## src/rtl/puck_motion_if.sv

```systemverilog
// Frame-level control and status bundle between the puck motion block and its neighbours.
interface puck_motion_if;
  logic       vsync;
  logic       hit;
  logic [5:0] hit_vx;
  logic [5:0] hit_vy;
  logic       serve;
  logic       serve_dir;
  logic [10:0] x;
  logic [9:0]  y;
  logic [5:0]  vx;
  logic [5:0]  vy;
  logic        moving;
  logic        bounce;
  logic        goal_left;
  logic        goal_right;

  modport master (
    output vsync, hit, hit_vx, hit_vy, serve, serve_dir,
    input  x, y, vx, vy, moving, bounce, goal_left, goal_right
  );

  modport slave (
    input  vsync, hit, hit_vx, hit_vy, serve, serve_dir,
    output x, y, vx, vy, moving, bounce, goal_left, goal_right
  );
endinterface

```

## src/rtl/puck_motion.sv

```systemverilog
// Air-hockey puck kinematics: serve, strike velocity, wall reflection and goal detection,
// all advanced once per frame on the vsync rising edge.
module puck_motion #(
  parameter int RADIUS      = 16,
  parameter int FIELD_W     = 1024,
  parameter int FIELD_H     = 768,
  parameter int GOAL_TOP    = 256,
  parameter int GOAL_BOT    = 511,
  parameter int MAX_SPEED   = 15,
  parameter int SERVE_SPEED = 4,
  parameter int GOAL_FRAMES = 60
) (
  input logic         clock,
  input logic         reset,
  puck_motion_if.slave bus
);

  localparam int CntW = (GOAL_FRAMES > 1) ? $clog2(GOAL_FRAMES) : 1;

  localparam logic [10:0]        XHome   = 11'(FIELD_W / 2 - RADIUS);
  localparam logic [9:0]         YHome   = 10'(FIELD_H / 2 - RADIUS);
  localparam logic signed [12:0] XMax    = 13'(FIELD_W - 2 * RADIUS);
  localparam logic signed [12:0] YMax    = 13'(FIELD_H - 2 * RADIUS);
  localparam logic signed [12:0] Rad     = 13'(RADIUS);
  localparam logic signed [12:0] GoalTop = 13'(GOAL_TOP);
  localparam logic signed [12:0] GoalBot = 13'(GOAL_BOT);
  localparam logic signed [5:0]  VMax    = 6'(MAX_SPEED);
  localparam logic signed [5:0]  VServe  = 6'(SERVE_SPEED);
  localparam logic [CntW-1:0]    CntLast = CntW'(GOAL_FRAMES - 1);

  typedef enum logic [1:0] {StIdle, StMoving, StGoal} state_e;

  state_e             state_q, state_d;
  logic [10:0]        x_q, x_d;
  logic [9:0]         y_q, y_d;
  logic signed [5:0]  vx_q, vx_d, vy_q, vy_d;
  logic               pend_q, pend_d;
  logic signed [5:0]  pvx_q, pvx_d, pvy_q, pvy_d;
  logic [CntW-1:0]    cnt_q, cnt_d;
  logic               vsync_q;
  logic               bounce_q, bounce_d;
  logic               goal_left_q, goal_left_d;
  logic               goal_right_q, goal_right_d;

  logic               ft;
  logic signed [5:0]  hit_vx_c, hit_vy_c, nvx, nvy;
  logic signed [12:0] nx, ny, ry, cy;
  logic               x_ref, y_ref, in_mouth;

  function automatic logic signed [5:0] clamp_v(input logic signed [5:0] v);
    if (v > VMax) begin
      return VMax;
    end else if (v < -VMax) begin
      return -VMax;
    end
    return v;
  endfunction

  assign ft       = bus.vsync & ~vsync_q;
  assign hit_vx_c = clamp_v($signed(bus.hit_vx));
  assign hit_vy_c = clamp_v($signed(bus.hit_vy));

  always_comb begin
    state_d      = state_q;
    x_d          = x_q;
    y_d          = y_q;
    vx_d         = vx_q;
    vy_d         = vy_q;
    pend_d       = pend_q;
    pvx_d        = pvx_q;
    pvy_d        = pvy_q;
    cnt_d        = cnt_q;
    bounce_d     = 1'b0;
    goal_left_d  = 1'b0;
    goal_right_d = 1'b0;
    nvx          = vx_q;
    nvy          = vy_q;
    nx           = '0;
    ny           = '0;
    ry           = '0;
    cy           = '0;
    x_ref        = 1'b0;
    y_ref        = 1'b0;
    in_mouth     = 1'b0;

    unique case (state_q)
      StIdle: begin
        x_d  = XHome;
        y_d  = YHome;
        vx_d = '0;
        vy_d = '0;
        if (ft && bus.serve) begin
          state_d = StMoving;
          vx_d    = bus.serve_dir ? VServe : -VServe;
        end
      end

      StMoving: begin
        if (ft) begin
          // A same-cycle strike beats whatever is still waiting in the slot.
          nvx    = bus.hit ? hit_vx_c : (pend_q ? pvx_q : vx_q);
          nvy    = bus.hit ? hit_vy_c : (pend_q ? pvy_q : vy_q);
          pend_d = 1'b0;
          nx     = $signed({2'b00, x_q}) + 13'(nvx);
          ny     = $signed({3'b000, y_q}) + 13'(nvy);

          if (ny < 13'sd0) begin
            ry    = '0;
            y_ref = 1'b1;
          end else if (ny > YMax) begin
            ry    = YMax;
            y_ref = 1'b1;
          end else begin
            ry = ny;
          end
          cy       = ry + Rad;
          in_mouth = (cy >= GoalTop) && (cy <= GoalBot);

          x_d  = nx[10:0];
          y_d  = ry[9:0];
          vx_d = nvx;
          vy_d = y_ref ? -nvy : nvy;

          if (nx < 13'sd0 || nx > XMax) begin
            if (in_mouth) begin
              // Puck stays where it was last drawn while the goal is celebrated.
              state_d      = StGoal;
              x_d          = x_q;
              y_d          = y_q;
              vx_d         = '0;
              vy_d         = '0;
              cnt_d        = '0;
              goal_left_d  = nx[12];
              goal_right_d = ~nx[12];
              y_ref        = 1'b0;
            end else begin
              x_ref = 1'b1;
              x_d   = nx[12] ? 11'd0 : XMax[10:0];
              vx_d  = -nvx;
            end
          end
          bounce_d = x_ref | y_ref;
        end else if (bus.hit) begin
          pend_d = 1'b1;
          pvx_d  = hit_vx_c;
          pvy_d  = hit_vy_c;
        end
      end

      StGoal: begin
        vx_d = '0;
        vy_d = '0;
        if (ft) begin
          if (cnt_q == CntLast) begin
            state_d = StIdle;
            x_d     = XHome;
            y_d     = YHome;
            cnt_d   = '0;
          end else begin
            cnt_d = cnt_q + 1'b1;
          end
        end
      end

      default: state_d = StIdle;
    endcase
  end

  always_ff @(posedge clock) begin
    if (reset) begin
      state_q      <= StIdle;
      x_q          <= XHome;
      y_q          <= YHome;
      vx_q         <= '0;
      vy_q         <= '0;
      pend_q       <= 1'b0;
      pvx_q        <= '0;
      pvy_q        <= '0;
      cnt_q        <= '0;
      vsync_q      <= 1'b0;
      bounce_q     <= 1'b0;
      goal_left_q  <= 1'b0;
      goal_right_q <= 1'b0;
    end else begin
      state_q      <= state_d;
      x_q          <= x_d;
      y_q          <= y_d;
      vx_q         <= vx_d;
      vy_q         <= vy_d;
      pend_q       <= pend_d;
      pvx_q        <= pvx_d;
      pvy_q        <= pvy_d;
      cnt_q        <= cnt_d;
      vsync_q      <= bus.vsync;
      bounce_q     <= bounce_d;
      goal_left_q  <= goal_left_d;
      goal_right_q <= goal_right_d;
    end
  end

  assign bus.x          = x_q;
  assign bus.y          = y_q;
  assign bus.vx         = vx_q;
  assign bus.vy         = vy_q;
  assign bus.moving     = (state_q == StMoving);
  assign bus.bounce     = bounce_q;
  assign bus.goal_left  = goal_left_q;
  assign bus.goal_right = goal_right_q;

endmodule

```

## src/flat_wrapper.sv

```systemverilog
// flat-port wrapper written by rule: the top's interface ports become plain ports
module puck_motion_flat 
#(
  parameter int RADIUS      = 16,
  parameter int FIELD_W     = 1024,
  parameter int FIELD_H     = 768,
  parameter int GOAL_TOP    = 256,
  parameter int GOAL_BOT    = 511,
  parameter int MAX_SPEED   = 15,
  parameter int SERVE_SPEED = 4,
  parameter int GOAL_FRAMES = 60
)
  (clock, reset, bus_vsync, bus_hit, bus_hit_vx, bus_hit_vy, bus_serve, bus_serve_dir, bus_x, bus_y, bus_vx, bus_vy, bus_moving, bus_bounce, bus_goal_left, bus_goal_right);
  puck_motion_if bus_i ();
  input logic clock;
  input logic reset;
  input wire logic [$bits(bus_i.vsync)-1:0] bus_vsync;
  input wire logic [$bits(bus_i.hit)-1:0] bus_hit;
  input wire logic [$bits(bus_i.hit_vx)-1:0] bus_hit_vx;
  input wire logic [$bits(bus_i.hit_vy)-1:0] bus_hit_vy;
  input wire logic [$bits(bus_i.serve)-1:0] bus_serve;
  input wire logic [$bits(bus_i.serve_dir)-1:0] bus_serve_dir;
  output wire logic [$bits(bus_i.x)-1:0] bus_x;
  output wire logic [$bits(bus_i.y)-1:0] bus_y;
  output wire logic [$bits(bus_i.vx)-1:0] bus_vx;
  output wire logic [$bits(bus_i.vy)-1:0] bus_vy;
  output wire logic [$bits(bus_i.moving)-1:0] bus_moving;
  output wire logic [$bits(bus_i.bounce)-1:0] bus_bounce;
  output wire logic [$bits(bus_i.goal_left)-1:0] bus_goal_left;
  output wire logic [$bits(bus_i.goal_right)-1:0] bus_goal_right;
  assign bus_i.vsync = bus_vsync;
  assign bus_i.hit = bus_hit;
  assign bus_i.hit_vx = bus_hit_vx;
  assign bus_i.hit_vy = bus_hit_vy;
  assign bus_i.serve = bus_serve;
  assign bus_i.serve_dir = bus_serve_dir;
  assign bus_x = bus_i.x;
  assign bus_y = bus_i.y;
  assign bus_vx = bus_i.vx;
  assign bus_vy = bus_i.vy;
  assign bus_moving = bus_i.moving;
  assign bus_bounce = bus_i.bounce;
  assign bus_goal_left = bus_i.goal_left;
  assign bus_goal_right = bus_i.goal_right;
  puck_motion #(.RADIUS(RADIUS), .FIELD_W(FIELD_W), .FIELD_H(FIELD_H), .GOAL_TOP(GOAL_TOP), .GOAL_BOT(GOAL_BOT), .MAX_SPEED(MAX_SPEED), .SERVE_SPEED(SERVE_SPEED), .GOAL_FRAMES(GOAL_FRAMES)) u_core (.clock(clock), .reset(reset), .bus(bus_i));
endmodule
```

## config.mk

```make
export PLATFORM = sky130hd
export DESIGN_NAME = puck_motion_flat
export DESIGN_NICKNAME = d
export VERILOG_FILES = /design/src/rtl/puck_motion_if.sv /design/src/rtl/puck_motion.sv /design/src/flat_wrapper.sv
export SDC_FILE = /design/constraint.sdc
export NUM_CORES = 1
export LEC_CHECK = 0
export ABC_AREA = 1
export BUFFER_PORTS_ARGS = -buffer_cell sky130_fd_sc_hd__buf_2
export CORE_ASPECT_RATIO = 1.2
export CORE_MARGIN = 2
export CORE_UTILIZATION = 54
export DETAILED_ROUTE_END_ITERATION = 6
export GPL_TIMING_DRIVEN = 0
export HOLD_SLACK_MARGIN = 0.1
export PLACE_DENSITY = 0.78
export SYNTH_ARGS = -nofsm -noshare
export SYNTH_HDL_FRONTEND = slang
export SYNTH_SLANG_ARGS = --single-unit
```

## constraint.sdc

```tcl
create_clock -name clock -period 5 [get_ports clock]
set_input_delay 1 -clock clock [delete_from_list [all_inputs] [get_ports clock]]
set_output_delay 1 -clock clock [all_outputs]
set_load 0.02 [all_outputs]
```

# After elaboration in Yosys (flattened, before gate mapping)
# Cells that the tools add are included.
# classes
addsub	6
n_shift	0
muxes	69
div	0
n_lt_le_gt_ge	10
bitwise	8
reduce_logical	18
n_eq_ne	10
n_mul	0
# ops
operator	n
$mux W6	24
$mux W10	6
$mux W11	5
$mux W13	4
$pmux W11 S3	1
$pmux W10 S3	1
$gt A13 B11 Y1 const B	2
$lt A13 B1 Y1 const B	2
$pmux W6 S2	2
$mux W1	18
$pmux W6 S3	1
$add A12 B6 Y13	1
$add A13 B6 Y13 const B	1
$ge A13 B10 Y1 const B	1
$le A13 B10 Y1 const B	1
$add A11 B6 Y12	1
$gt A6 B5 Y1 const B	2
$lt A6 B5 Y1 const B	2
$mux W2	6
$ne A2 B1 Y1 const B	6
$neg A6 Y6	2
$reduce_and A5 Y1	2
$add A6 B1 Y6 const B	1
$eq A6 B6 Y1 const B	1
other kinds (18)	28
# word_totals
n_memories	0
ram_bits	0
out_inout_bits	37
mem_bits_ro	0
ff_bits	58
input_bits	18
latch_bits	0

# Longest topological paths before layout
# logic_depth
depth_word	19
mapped_depth	37
depth_no_buf	37

# Worst setup path after synthesis
# Ideal clock, no wire load.
# synth_path
path_type	input to register
startpoint	in bus_hit
endpoint	reg u_core.x_q[0] (netlist: u_core.bus.x[0])
required_time_ns	4.887
cell_stages	32
t_arrival_ns	4.814
path_slack_ns	0.072
setup_ns	0.113
path_cell_list	buf_4 > inv_2 > clkbuf_1 > nand3_1 > o21ai_0 > inv_1 > ha_1 > fa_1 > nand2_1 > nand2_1 > nand3_2 > nand2_1 > nand2_1 > nand3_1 > nand2_1 > nand2_1 > nand2_2 > nand3_4 > nor2_2 > inv_1 > ha_1 > nor4_1 > nand3_1 > nor3_1 > nand2_1 > nand3_1 > nand2_1 > nand4_1 > nand2_2 > buf_4 > o21ai_1 > nor2_1
# synth_between
elab_chain_cells	12
elab_cells_between_ends	22
cone_classes	add/sub: 3; order compare: 6; eq/ne: 1; mux: 9; reduce/logical: 3
# synth_lines
element	line_no	rtl
start: declaration	flat_wrapper.sv:18	input wire logic [$bits(bus_i.hit)-1:0] bus_hit;
$mux W6	puck_motion.sv:102	nvy = bus.hit ? hit_vy_c : (pend_q ? pvy_q : vy_q);
$add A11 B6 Y12	puck_motion.sv:105	ny = $signed({3'b000, y_q}) + 13'(nvy);
$gt A13 B11 Y1	puck_motion.sv:110	end else if (ny > YMax) begin
$mux W13	puck_motion.sv:110	
$mux W13	puck_motion.sv:107	if (ny < 13'sd0) begin
$mux W13	puck_motion.sv:99	if (ft) begin
$mux W13	puck_motion.sv:86	unique case (state_q)
$add A13 B6 Y13	puck_motion.sv:116	cy = ry + Rad;
$ge A13 B10 Y1 or $le A13 B10 Y1 (tied branches)	puck_motion.sv:117	in_mouth = (cy >= GoalTop) && (cy <= GoalBot);
$logic_and A1 B1 Y1	puck_motion.sv:117	
$ne A3 B3 Y1 (no source line)	n/a	
$reduce_and A5 Y1 (no source line)	n/a	
end signal: assignment	puck_motion.sv:172	x_q <= XHome;
end: declaration	puck_motion.sv:34	logic [10:0] x_q, x_d;
# Several ways; a longest one is shown, not always the timed one. The select of a mux whose other input is x is not followed.
# A chain may end at the register's enable or synchronous reset.

# Final worst setup path
# layout_path
startpoint	in bus_hit_vy[2]
endpoint	reg u_core.y_q[2] (netlist: u_core.bus.y[2])
# layout_between
elab_chain_cells	16
elab_cells_between_ends	24
cone_classes	add/sub: 2; order compare: 6; eq/ne: 1; mux: 13; reduce/logical: 2
# layout_lines
element	line_no	rtl
start: declaration	flat_wrapper.sv:20	input wire logic [$bits(bus_i.hit_vy)-1:0] bus_hit_vy;
$lt A6 B5 Y1	puck_motion.sv:53	end else if (v < -VMax) begin
$mux W1	puck_motion.sv:53	
$mux W1	puck_motion.sv:51	if (v > VMax) begin
$mux W6 *	puck_motion.sv:56	return v;
$mux W6 *	puck_motion.sv:102	
$add A11 B6 Y12 *	puck_motion.sv:105	
$gt A13 B11 Y1	puck_motion.sv:110	
$mux W13	puck_motion.sv:110	
$mux W13 *	puck_motion.sv:107	
$mux W13 *	puck_motion.sv:99	
$mux W13 *	puck_motion.sv:86	
$add A13 B6 Y13	puck_motion.sv:116	
$ge A13 B10 Y1 or $le A13 B10 Y1 (tied branches)	puck_motion.sv:117	
$logic_and A1 B1 Y1	puck_motion.sv:117	
$ne A3 B3 Y1 (no source line)	n/a	
$reduce_and A5 Y1 (no source line)	n/a	
end signal: assignment	puck_motion.sv:173	y_q <= YHome;
end signal: assignment	puck_motion.sv:187	y_q <= y_d;
end: declaration	puck_motion.sv:35	logic [9:0] y_q, y_d;
# Every way passes the cells marked *; elsewhere a longest branch is shown, timed or not. The select of a mux whose other input is x is not followed.

==> summary.txt <==
Die
  – Horizontal die dimension: 87.4 um
  – Die extent in y: 104 um
  – Count of pins on the block boundary: 55
  – Core outline area: 8110 sq um
  – Starting utilization of the core area: 55.6%
  – Number of cell rows: 36
  – Die outline area: 9110 sq um

Logic synthesis
  – Number of cells produced by synthesis: 715
  – Post-synthesis compound-gate area fraction: 13.1%
  – Area fraction in and, or, nand and nor cells after synthesis: 37.0%
  – Number of library cell types mapped by synthesis: 42
  – Syn Std Cell Area: 4510 sq um
  – Adder and majority gate portion of the synthesized area: 9.48%
  – Fraction of registers with async set/reset: 0%
  – Number of synthesized flops with an enable pin: 0
  – Seq/Total Area, Yosys: 25.7%
  – Combinational family with the most area after synthesis: simple AND/OR/NAND/NOR gates
  – Main flop type after synthesis: sky130_fd_sc_hd__dfxtp_1
  – Number of warnings issued by yosys: 0
  – Share of cell area taken by muxes after synthesis: 0%
  – Number of synthesized register bits: 58
  – Syn nets: 766
  – Post-synthesis xor/xnor area fraction: 3.52%
  – Mean instance size in the synthesized netlist: 6.31 sq um

Routing
  – Post-detailed-route via-to-cell ratio: 5.60
  – WL per Instance: 14.2 um
  – Count of unresolved DRC violations after routing: 0
  – Final wirelength: 12700 um
  – Initial DRT Pass Iterations: 5
  – ANT nets after route: 0
  – Via count: 5005
  – DRC marker count from the first detailed-route iteration: 287

CTS
  – Buffers from clock root to sink, at most: 2
  – Clk Tree Root Cell: sky130_fd_sc_hd__clkbuf_8
  – Worst-path clk slew: 0.07 ns
  – Clock tree sinks: 58
  – H-tree Lvls: 3
  – Clock tree from TritonCTS: built
  – Clock latency reported for the late side of the worst-skew pair: 0.36 ns
  – Cts-stage hold buffer count: 0
  – Cts bufs inserted: 9

STA
  – Final Hold Violating Endpoints: 0
  – Total of endpoints with negative setup slack in the final report: 0
  – Post-route fraction of the period consumed by the critical path: 95.9%
  – Worst Skew: 0.0115 ns
  – Tightest hold margin: 0.464 ns
  – Timing-limited maximum frequency: 0.209 GHz
  – Slew @ Worst Pin: 0.768 ns
  – Final worst slack: 0.205 ns
  – Max transition margin: 48.8%
  – RSZ-0062 raised after global routing: true
  – Final slew viol count: 0
  – Minimum clock period after layout: 4.79 ns

Global routing
  – Remaining global-route overflow: 0
  – Largest net degree at the start of global routing: 11
  – Via count of the first global-routing pass: 4456
  – Wire length of the first global-routing pass: 19500 um
  – Overall Global Routing Usage: 26.2%
  – Antenna violations before repair: 0

Cells and area
  – Filler Cell Count: 705
  – Most used cells in the layout excluding fill and tap cells: sky130_fd_sc_hd__nand2_1 (159), sky130_fd_sc_hd__inv_1 (94), sky130_fd_sc_hd__nor2_1 (74)
  – Proportion of layout cells with a drive suffix above 1: 20.2%
  – Post-synthesis to final-layout area growth: 22.2%
  – Area taken by flip-flops and latches: 1160 sq um
  – Commonest non-fill, non-tap cell in the layout: sky130_fd_sc_hd__nand2_1
  – Number of nets at the end of the flow: 844
  – Ant diodes: 0
  – Multi-input combinational cell area: 3050 sq um

Setup path
  – Reg2reg path depth: 26
  – Startpoint Class: input pin
  – Crit-path max FO: 6
  – Critical setup path kind: in -> reg
  – Kind of cell with the highest combined delay on the critical path: simple AND/OR/NAND/NOR gates
  – Highest cell delay on the worst timing path: 0.39 ns
  – Required time at the worst-slack endpoint: 5.25 ns
  – Arr. time, crit path: 5.04 ns
  – Register-to-register setup slack: 0.53 ns
  – Master of the slowest instance on the critical path: sky130_fd_sc_hd__fa_2
  – Capturing element type of the critical path: flop
  – Total stage count of the critical path: 36
  – Buffers plus inverters on the worst setup path: 7

Placement
  – HPWL reported at the end of detailed placement: 8980 um
  – Port bufs: 52
  – Placer Congestion: 0.890
  – Placement Setup Slack: -0.738 ns

Power and ir drop
  – Cell leakage power: 0.00272 uW
  – Power per standard cell area: 514 nW/um^2
  – Worst vdd ir: 0.000237 V

Worst hold path
  – Classification of the worst-slack hold path: reg -> reg
  – Cell count of the worst hold path: 2

Outcome
  – Status: completed

Flow run
  – Count of maximum capacitance violations: 0
-- synthesized netlist by cell type (3+ instances only) --
| cell type | number | area, sq um |
|---|---|---|
| sky130_fd_sc_hd__dfxtp_1 | 58 | 1160 |
| sky130_fd_sc_hd__nand2_2 | 3 | 18.8 |
| sky130_fd_sc_hd__ha_1 | 31 | 388 |
| sky130_fd_sc_hd__clkbuf_1 | 14 | 52.6 |
| sky130_fd_sc_hd__nand3b_1 | 5 | 37.5 |
| sky130_fd_sc_hd__buf_4 | 4 | 30.0 |
| sky130_fd_sc_hd__inv_1 | 101 | 379 |
| sky130_fd_sc_hd__nor4_1 | 5 | 31.3 |
| sky130_fd_sc_hd__buf_2 | 4 | 20.0 |
| sky130_fd_sc_hd__inv_2 | 3 | 11.3 |
| sky130_fd_sc_hd__nand4_1 | 20 | 125 |
| sky130_fd_sc_hd__nor2_1 | 76 | 285 |
| sky130_fd_sc_hd__nand2_1 | 170 | 638 |
| sky130_fd_sc_hd__o211ai_1 | 4 | 30.0 |
| sky130_fd_sc_hd__o21ai_0 | 29 | 145 |
| sky130_fd_sc_hd__nand3_1 | 60 | 300 |
| sky130_fd_sc_hd__nor3_1 | 14 | 70.1 |
| sky130_fd_sc_hd__a21oi_1 | 51 | 255 |
| sky130_fd_sc_hd__xor2_1 | 14 | 123 |
| sky130_fd_sc_hd__a31oi_1 | 3 | 18.8 |
| sky130_fd_sc_hd__o21ai_1 | 9 | 45.0 |
| sky130_fd_sc_hd__or2_2 | 9 | 56.3 |
-- timing repair --
item                       in CTS  in global routing
hold endpoints to repair        0                  0
gates cloned                    0                  4
setup buffers                   0                 11
setup endpoints to repair      44                 44
pin swaps                       0                 29
resized for setup              11                 66
-- cells by family (layout without fill, tap and decap cells) --
group / count (synthesis) / count (layout)
fa+ha+maj: 33 / 33
flops: 58 / 58
xor+xnor: 16 / 16
buf+inv: 128 / 211
simple gates: 373 / 373
compound gates: 107 / 107
-- per-layer routing --
metal,global-route usage (%),vias to the layer above,part of all wire [%]
li1,-,2487,-
met1,31.4,2302,43
met2,44.3,169,48
met3,5.00,47,5.3
met4,12.1,0,4.2
met5,0,-,0
-- per-stage QoR --
stage	cell area [sq um]	util (%)	TNS [ns]	power, uW	cells
after floorplan	4510	-	0	1720	715
after global placement	4890	60.3	-21.76	2020	862
after detailed placement	4890	60.3	-28.78	2050	862
after CTS	5090	62.8	0	2460	878
after global routing	5520	68.0	-0.934	3050	893
final	5520	68.0	0	2840	893
-- worst reg2reg max path, stage by stage, from the launching register on --
cell and delay, ns:
sky130_fd_sc_hd__dfxtp_1 0.37, sky130_fd_sc_hd__inv_1 0.08, sky130_fd_sc_hd__clkbuf_1 0.22, sky130_fd_sc_hd__or2_2 0.32
sky130_fd_sc_hd__a31o_2 0.27, sky130_fd_sc_hd__ha_1 0.22, sky130_fd_sc_hd__nor2_1 0.18, sky130_fd_sc_hd__nand2_1 0.15
sky130_fd_sc_hd__nand3_1 0.14, sky130_fd_sc_hd__nand2_1 0.11, sky130_fd_sc_hd__a21o_4 0.24, sky130_fd_sc_hd__xor2_4 0.20
sky130_fd_sc_hd__nand3_4 0.11, sky130_fd_sc_hd__nor2_4 0.14, sky130_fd_sc_hd__inv_2 0.06, sky130_fd_sc_hd__ha_4 0.16
sky130_fd_sc_hd__nor4_4 0.26, sky130_fd_sc_hd__nand3_1 0.12, sky130_fd_sc_hd__nor3_2 0.11, sky130_fd_sc_hd__nand2_1 0.08
sky130_fd_sc_hd__nand3_2 0.08, sky130_fd_sc_hd__nand2_4 0.08, sky130_fd_sc_hd__nand4_1 0.13, sky130_fd_sc_hd__nand2_4 0.15
sky130_fd_sc_hd__buf_8 0.18, sky130_fd_sc_hd__o21ai_4 0.15, sky130_fd_sc_hd__nor2_1 0.06
-- final cells by class --
type | instances | area share, %
plain buffers | 24 | 2.75
inverters | 104 | 7.30
flip-flops and latches | 58 | 21.1
multi-input cells | 529 | 55.2
clock buffers | 13 | 2.70
well taps | 95 | 2.16
clock inverters | 3 | 0.272
repair buffers | 67 | 8.53
-- state kept, by name, summed over array words and instances (netlist names), 2 cells and up --
register	flops
u_core.state_q	2
u_core.pvy_q	6
u_core.bus.y	10
u_core.bus.x	11
u_core.bus.vy	6
u_core.bus.vx	6
u_core.pvx_q	6
u_core.cnt_q	6
-- path summary, 6_finish.rpt --
path              startpoint              end
max            bus_hit_vy[2]  u_core.bus.y[2]
min          u_core.pvx_q[2]  u_core.pvx_q[2]
max reg2reg    u_core.pend_q  u_core.bus.y[2]
min reg2reg  u_core.pvx_q[2]  u_core.pvx_q[2]
-- where the power goes --
part | leakage [uW] | switching (uW) | internal (uW) | total [uW]
sequential | 0.000473 | 67.1 | 538 | 605
clock | 0.0000872 | 195 | 191 | 386
combinational | 0.00216 | 1130 | 720 | 1850
(Power assumes the default switching activity.)
